--- config.mk ---
export PLATFORM = sky130hd
export DESIGN_NAME = spi_bus_arbiter_flat
export DESIGN_NICKNAME = d
export VERILOG_FILES = /design/src/rtl/spi_bus_arbiter_if.sv /design/src/rtl/spi_bus_arbiter.sv /design/src/flat_wrapper.sv
export SDC_FILE = /design/constraint.sdc
export NUM_CORES = 1
export LEC_CHECK = 0
export ABC_AREA = 1
export BUFFER_PORTS_ARGS = -buffer_cell sky130_fd_sc_hd__buf_2
export CAP_MARGIN = 20
export CELL_PAD_IN_SITES_DETAIL_PLACEMENT = 1
export CELL_PAD_IN_SITES_GLOBAL_PLACEMENT = 2
export CORE_AREA = 2 2 68 118
export CTS_CLUSTER_DIAMETER = 100
export DETAILED_ROUTE_END_ITERATION = 6
export DIE_AREA = 0 0 70 120
export PLACE_DENSITY = 0.8
export SLEW_MARGIN = 20
export SYNTH_ARGS = -nofsm -noshare
export SYNTH_HDL_FRONTEND = slang
export SYNTH_SLANG_ARGS = --single-unit
--- constraint.sdc ---
create_clock -name clk -period 2 [get_ports clk]
set_input_delay 0.5 -clock clk [delete_from_list [all_inputs] [get_ports clk]]
set_output_delay 0.5 -clock clk [all_outputs]
set_load 0.01 [all_outputs]
--- src/rtl/spi_bus_arbiter_if.sv ---
// spi_bus_arbiter_if: requester-side handshake and shared SPI pin bundle for the bus arbiter
interface spi_bus_arbiter_if #(parameter int NUM_REQ = 4);
  logic [NUM_REQ-1:0] req, gnt, req_sck, req_mosi, req_cs_n, req_miso, cs_n;
  logic spi_sck, spi_mosi, spi_miso, busy, timeout_irq;
  logic [2:0] timeout_id;
  modport master (
    output req, req_sck, req_mosi, req_cs_n, spi_miso,
    input gnt, req_miso, spi_sck, spi_mosi, cs_n, busy, timeout_irq, timeout_id
  );
  modport slave (
    input req, req_sck, req_mosi, req_cs_n, spi_miso,
    output gnt, req_miso, spi_sck, spi_mosi, cs_n, busy, timeout_irq, timeout_id
  );
endinterface

--- src/rtl/spi_bus_arbiter.sv ---
// spi_bus_arbiter: round-robin sharing of one SPI bus with a CS guard gap and hung-owner revoke
module spi_bus_arbiter #(
  parameter int NUM_REQ = 4,
  parameter int GUARD_CYCLES = 4,
  parameter int TIMEOUT_WIDTH = 16,
  parameter int CPOL = 0
) (
  input logic clk,
  input logic rst,
  spi_bus_arbiter_if.slave bus
);
  localparam int TW = TIMEOUT_WIDTH > 0 ? TIMEOUT_WIDTH : 1;
  localparam int GW = GUARD_CYCLES > 0 ? $clog2(GUARD_CYCLES + 1) : 1;
  localparam logic [2:0] LAST = 3'(NUM_REQ - 1);
  typedef enum logic [1:0] {IDLE, GRANT, GUARD} state_t;
  state_t state, state_n;
  logic [NUM_REQ-1:0] gnt, block;
  logic [7:0] req_p, sck_p, mosi_p, cs_p, elig;
  logic [2:0] rr_ptr, own, win, idx, irq_id;
  logic found, rel, revoke, gdone, active, prev_sck, prev_cs, irq;
  logic [TW-1:0] tcnt;
  logic [GW-1:0] gcnt;
  // zero-extend to 8 so a 3-bit owner index selects cleanly for any NUM_REQ
  assign req_p = 8'(bus.req);
  assign sck_p = 8'(bus.req_sck);
  assign mosi_p = 8'(bus.req_mosi);
  assign cs_p = 8'(bus.req_cs_n);
  assign elig = 8'(bus.req & ~block);
  always_comb begin
    win = '0;
    idx = '0;
    found = 1'b0;
    for (int i = NUM_REQ - 1; i >= 0; i--) begin
      idx = 3'((int'(rr_ptr) + i) % NUM_REQ);
      if (elig[idx]) begin
        win = idx;
        found = 1'b1;
      end
    end
  end
  assign active = sck_p[own] != prev_sck || cs_p[own] != prev_cs;
  always_comb begin
    rel = state == GRANT && !req_p[own];
    revoke = state == GRANT && req_p[own] && TIMEOUT_WIDTH > 0 && &tcnt;
    gdone = state == GUARD && gcnt == GW'(GUARD_CYCLES - 1);
    state_n = state == IDLE ? (found ? GRANT : IDLE)
            : (rel || revoke) ? (GUARD_CYCLES == 0 ? IDLE : GUARD)
            : gdone ? IDLE : state;
  end
  always_ff @(posedge clk or negedge rst) begin
    if (!rst) begin
      state <= IDLE;
      gnt <= '0;
      block <= '0;
      rr_ptr <= '0;
      own <= '0;
      tcnt <= '0;
      gcnt <= '0;
      prev_sck <= 1'b0;
      prev_cs <= 1'b1;
      irq <= 1'b0;
      irq_id <= '0;
    end else begin
      state <= state_n;
      block <= (block & bus.req) | (revoke ? NUM_REQ'(8'b1 << own) : '0);
      irq <= revoke;
      if (revoke) irq_id <= own;
      if (state == IDLE && found) begin
        gnt <= NUM_REQ'(8'b1 << win);
        own <= win;
        rr_ptr <= win == LAST ? 3'd0 : win + 3'd1;
      end else if (rel || revoke) gnt <= '0;
      tcnt <= state != GRANT || active ? '0 : tcnt + 1'b1;
      gcnt <= state == GUARD ? gcnt + 1'b1 : '0;
      prev_sck <= sck_p[state == IDLE ? win : own];
      prev_cs <= cs_p[state == IDLE ? win : own];
    end
  end
  // gnt is all-zero outside GRANT, so the pin mux needs no state qualifier
  assign bus.gnt = gnt;
  assign bus.cs_n = ~(gnt & ~bus.req_cs_n);
  assign bus.req_miso = ~(gnt & {NUM_REQ{~bus.spi_miso}});
  assign bus.spi_sck = state == GRANT ? sck_p[own] : 1'(CPOL);
  assign bus.spi_mosi = state == GRANT ? mosi_p[own] : 1'b1;
  assign bus.busy = state != IDLE;
  assign bus.timeout_irq = irq;
  assign bus.timeout_id = irq_id;
endmodule
--- src/flat_wrapper.sv ---
// flat-port wrapper written by rule: the top's interface ports become plain ports
module spi_bus_arbiter_flat 
#(
  parameter int NUM_REQ = 4,
  parameter int GUARD_CYCLES = 4,
  parameter int TIMEOUT_WIDTH = 16,
  parameter int CPOL = 0
)
  (clk, rst, bus_req, bus_req_sck, bus_req_mosi, bus_req_cs_n, bus_spi_miso, bus_gnt, bus_req_miso, bus_spi_sck, bus_spi_mosi, bus_cs_n, bus_busy, bus_timeout_irq, bus_timeout_id);
  spi_bus_arbiter_if #(.NUM_REQ(NUM_REQ)) bus_i ();
  input logic clk;
  input logic rst;
  input wire logic [$bits(bus_i.req)-1:0] bus_req;
  input wire logic [$bits(bus_i.req_sck)-1:0] bus_req_sck;
  input wire logic [$bits(bus_i.req_mosi)-1:0] bus_req_mosi;
  input wire logic [$bits(bus_i.req_cs_n)-1:0] bus_req_cs_n;
  input wire logic [$bits(bus_i.spi_miso)-1:0] bus_spi_miso;
  output wire logic [$bits(bus_i.gnt)-1:0] bus_gnt;
  output wire logic [$bits(bus_i.req_miso)-1:0] bus_req_miso;
  output wire logic [$bits(bus_i.spi_sck)-1:0] bus_spi_sck;
  output wire logic [$bits(bus_i.spi_mosi)-1:0] bus_spi_mosi;
  output wire logic [$bits(bus_i.cs_n)-1:0] bus_cs_n;
  output wire logic [$bits(bus_i.busy)-1:0] bus_busy;
  output wire logic [$bits(bus_i.timeout_irq)-1:0] bus_timeout_irq;
  output wire logic [$bits(bus_i.timeout_id)-1:0] bus_timeout_id;
  assign bus_i.req = bus_req;
  assign bus_i.req_sck = bus_req_sck;
  assign bus_i.req_mosi = bus_req_mosi;
  assign bus_i.req_cs_n = bus_req_cs_n;
  assign bus_i.spi_miso = bus_spi_miso;
  assign bus_gnt = bus_i.gnt;
  assign bus_req_miso = bus_i.req_miso;
  assign bus_spi_sck = bus_i.spi_sck;
  assign bus_spi_mosi = bus_i.spi_mosi;
  assign bus_cs_n = bus_i.cs_n;
  assign bus_busy = bus_i.busy;
  assign bus_timeout_irq = bus_i.timeout_irq;
  assign bus_timeout_id = bus_i.timeout_id;
  spi_bus_arbiter #(.NUM_REQ(NUM_REQ), .GUARD_CYCLES(GUARD_CYCLES), .TIMEOUT_WIDTH(TIMEOUT_WIDTH), .CPOL(CPOL)) u_core (.clk(clk), .rst(rst), .bus(bus_i));
endmodule
==> impl_results.md <==
* Status: completed
* Synth top cells by count: nand2_1, dfrtp_1, nand3_1
* Post-Synth Simple-Gate Area at 0.371
* Worst-Margin Slew at 0.508 ns
* Routed length on met3 at 154 µm
* Main synth FF type: dfrtp_1
* Logic pwr share at 0.510
* Drc violations at 0
* Largest cells by area after synthesis: dfrtp_1, nand2_1, nand3_1, nor2_4, inv_1
* Max Clock Skew at 0.00889 ns
* Largest family of logic cells by synthesized area: simple AND/OR/NAND/NOR gates
* Mapped Nets at 316
* Die area at 8400 µm²
* CP Class: reg -> out
* Post-synth EDFFs at 0
* Post-synthesis compound-gate area fraction at 0.0534
* #FFs+latches synth at 38
* PwrDens at 1280 nW/µm²
* I/O pin total at 38
* Final Power at 0.00379 W
* Share of post-route cells with drive strength above 1 at 0.342
* # hold bufs at CTS at 0
* Worst-case reg-to-reg path depth at 12
* First-pass iteration count of the detailed router at 4
* Clk buf depth at 2
* Area share of fa/ha/maj cells after synthesis at 0.0370
* Hold Path Class: in -> async
* Max Cap Viol at 0
* Arrival time worst endpoint at 1.45 ns
* Crit. End Element: output port
* Top layer used by detailed routing: met4
* Routed length per instance at 15.3 µm
* Share of the synthesized area in the top cell type at 0.391
* Vias in the first global route at 2353
* Clk Tree Root Cell: clkbuf_16
* Reg clk slew, reported paths at 0.06 ns
* Pre-CTS setup slack at -0.0128 ns
* Mapped Area at 2370 µm²
* Fraction of the yosys area taken by sequential cells at 0.402
* Pleak at 1.37 nW
* Largest net degree at the start of global routing at 39
* Rel. slew slack at 0.661
* GRT Util Overall at 0.165
* Post-synthesis xor/xnor area fraction at 0.0587
* CTS tree: yes
* Initial core utilization at 0.317
* P_int at 0.00216 W
* CP Max Fanout at 6
* Initial antenna violation count at 0
* Met2 wire len at 3960 µm
* Via-per-instance ratio at 4.87
* Clock network power share at 0.214
* P&R area growth vs syn at 24.6%
* Clk sink count at 38
* Total number of vias at 2124
* Final hold viol count at 0
* Dpl cell area at 2670 µm²
* Fmax at 513 MHz
* Final setup margin at 0.0525 ns
* CP Launch Type: flip-flop
* Latest clock arrival within the worst-skew pair at 0.29 ns
* FF-to-FF End: u_core.rr_ptr[1]
* Post-synthesis area per instance at 8.16 µm²
* Worst r2r src: u_core.rr_ptr[0]
* Async S/R FF share, synth at 1.00
* Die Width at 70 µm
* Most numerous cell in the Yosys netlist: nand2_1
* Routed wire length at 6670 µm
* Worst ir drop on vdd at 567 µV
* Setup slack, reg-to-reg at 0.08 ns
* Yosys warns at 0
* Detailed Route Iter0 Violations at 43
* DPL Wire Length at 5310 µm
* Die Ht at 120 µm
* RSZ-0062 raised after global routing: true
* CORE AREA at 7460 µm²
* # setup viols final at 0
* PortBufs at 36
* Post-synthesis mux area share at 0
* # nets final at 373
* Hold_ws at 0.264 ns
* Gp weighted congestion at 0.823
* Seq pwr share at 0.277
* Cell area after layout at 2950 µm²
* CP required at 1.50 ns
* # rows at 42
* Ant diodes at 0
* Final period utilization at 0.974
* Wire length on met1 at 2360 µm
* Yosys cell types at 39
* Switch Pwr at 0.00163 W
* Final Critical Period at 1.95 ns
* Max-slew violations at 0
* Switch share at 0.430
* Setup TNS at 0 ns
* ANT nets after route at 0
* TritonCTS Buffers at 5
* Global route overflow at 0
* H-Tree Depth at 2
* First-pass GRT wire length at 10900 µm
* Leading area contributor after synthesis: dfrtp_1
* Synth Instances at 290
flip-flops by register name (all words and copies together) (netlist names):
register and cells:
u_core.block 4, u_core.gcnt 3, u_core.state 2, u_core.rr_ptr 2, u_core.bus.timeout_id 2, u_core.bus.timeout_irq 1, u_core.own 2, u_core.bus.gnt 4
u_core.prev_sck 1, u_core.prev_cs 1, u_core.tcnt 16
cells in the final DEF, fill, tap and decap left out, types with 3 or more instances in the layout:
master	n
a21oi_1	3
buf_2	36
buf_4	16
clkbuf_16	5
dfrtp_1	34
dfrtp_2	3
ha_1	7
inv_1	26
inv_2	8
nand2_1	70
nand2_2	16
nand2_4	3
nand3_1	27
nand4_1	7
nor2_1	16
nor2_2	3
nor2_4	12
nor3_1	5
o21ai_0	3
o21ai_1	4
o22ai_1	3
xnor2_1	7
xor2_1	6
power by group through the flow:
| stage | registers [W] | logic, W | clock network (W) |
|---|---|---|---|
| after floorplan | 0.00100 | 0.00125 | 0 |
| after global placement | 0.00104 | 0.00163 | 0 |
| after detailed placement | 0.00106 | 0.00166 | 0 |
| after CTS | 0.00106 | 0.00169 | 0.000833 |
| after global routing | 0.00107 | 0.00215 | 0.000860 |
| final | 0.00105 | 0.00193 | 0.000809 |
timing repair:
action,CTS,global route
endpoints found under the hold margin,0,0
setup endpoints to repair,3,4
setup buffers,0,10
resized for setup,7,12
pin swaps,0,10
kinds of logic (layout without fill, tap and decap cells):
group | after synthesis | in the layout
AOI/OAI and AO/OA | 20 | 20
xor gates and xnor gates | 15 | 15
and+or+nand+nor | 169 | 169
adders and majority gates | 7 | 7
buffers and inverters | 40 | 98
DFF | 38 | 38
other | 1 | 1
worst max-delay path: stages (launching register included):
cell and delay, ns:
dfrtp_1 0.44, inv_4 0.12, nand2_2 0.10, o22ai_2 0.16, nor2_2 0.06, nor2_1 0.12, buf_2 0.15
routing by layer:
layer / track usage / up-vias
li1: - / 1040
met1: 0.156 / 1042
met2: 0.333 / 28
met3: 0.0319 / 14
met4: 0.0697 / 0
met5: 0 / -
how the worst max path moves through the flow:
stage / startpoint / endpoint / cells after the start
2_1_floorplan: u_core.rr_ptr[0] / u_core.rr_ptr[1] / 13
3_3_place_gp: u_core.rr_ptr[0] / u_core.rr_ptr[1] / 14
3_5_place_dp: u_core.rr_ptr[0] / u_core.rr_ptr[1] / 14
4_1_cts: u_core.own[1] / bus_spi_sck / 6
5_1_grt: u_core.rr_ptr[0] / u_core.rr_ptr[1] / 12
6_report: u_core.own[1] / bus_spi_sck / 6
area by class of cell:
class / instances / area (µm²)
Clock buffer: 7 / 143
Clock inverter: 1 / 5.00
Fill cell: 927 / 4510
Inverter: 37 / 145
Multi-Input combinational cell: 212 / 1280
Sequential cell: 38 / 956
Tap cell: 88 / 110
Timing Repair Buffer: 53 / 312
through the flow:
stage | std cells | utilization
6_report | 436 | 0.395
5_1_grt | 436 | 0.395
4_1_cts | 426 | 0.380
3_5_place_dp | 418 | 0.358
3_3_place_gp | 418 | 0.358
2_1_floorplan | 290 | -
Note: power is estimated with default switching activity, not from simulation.
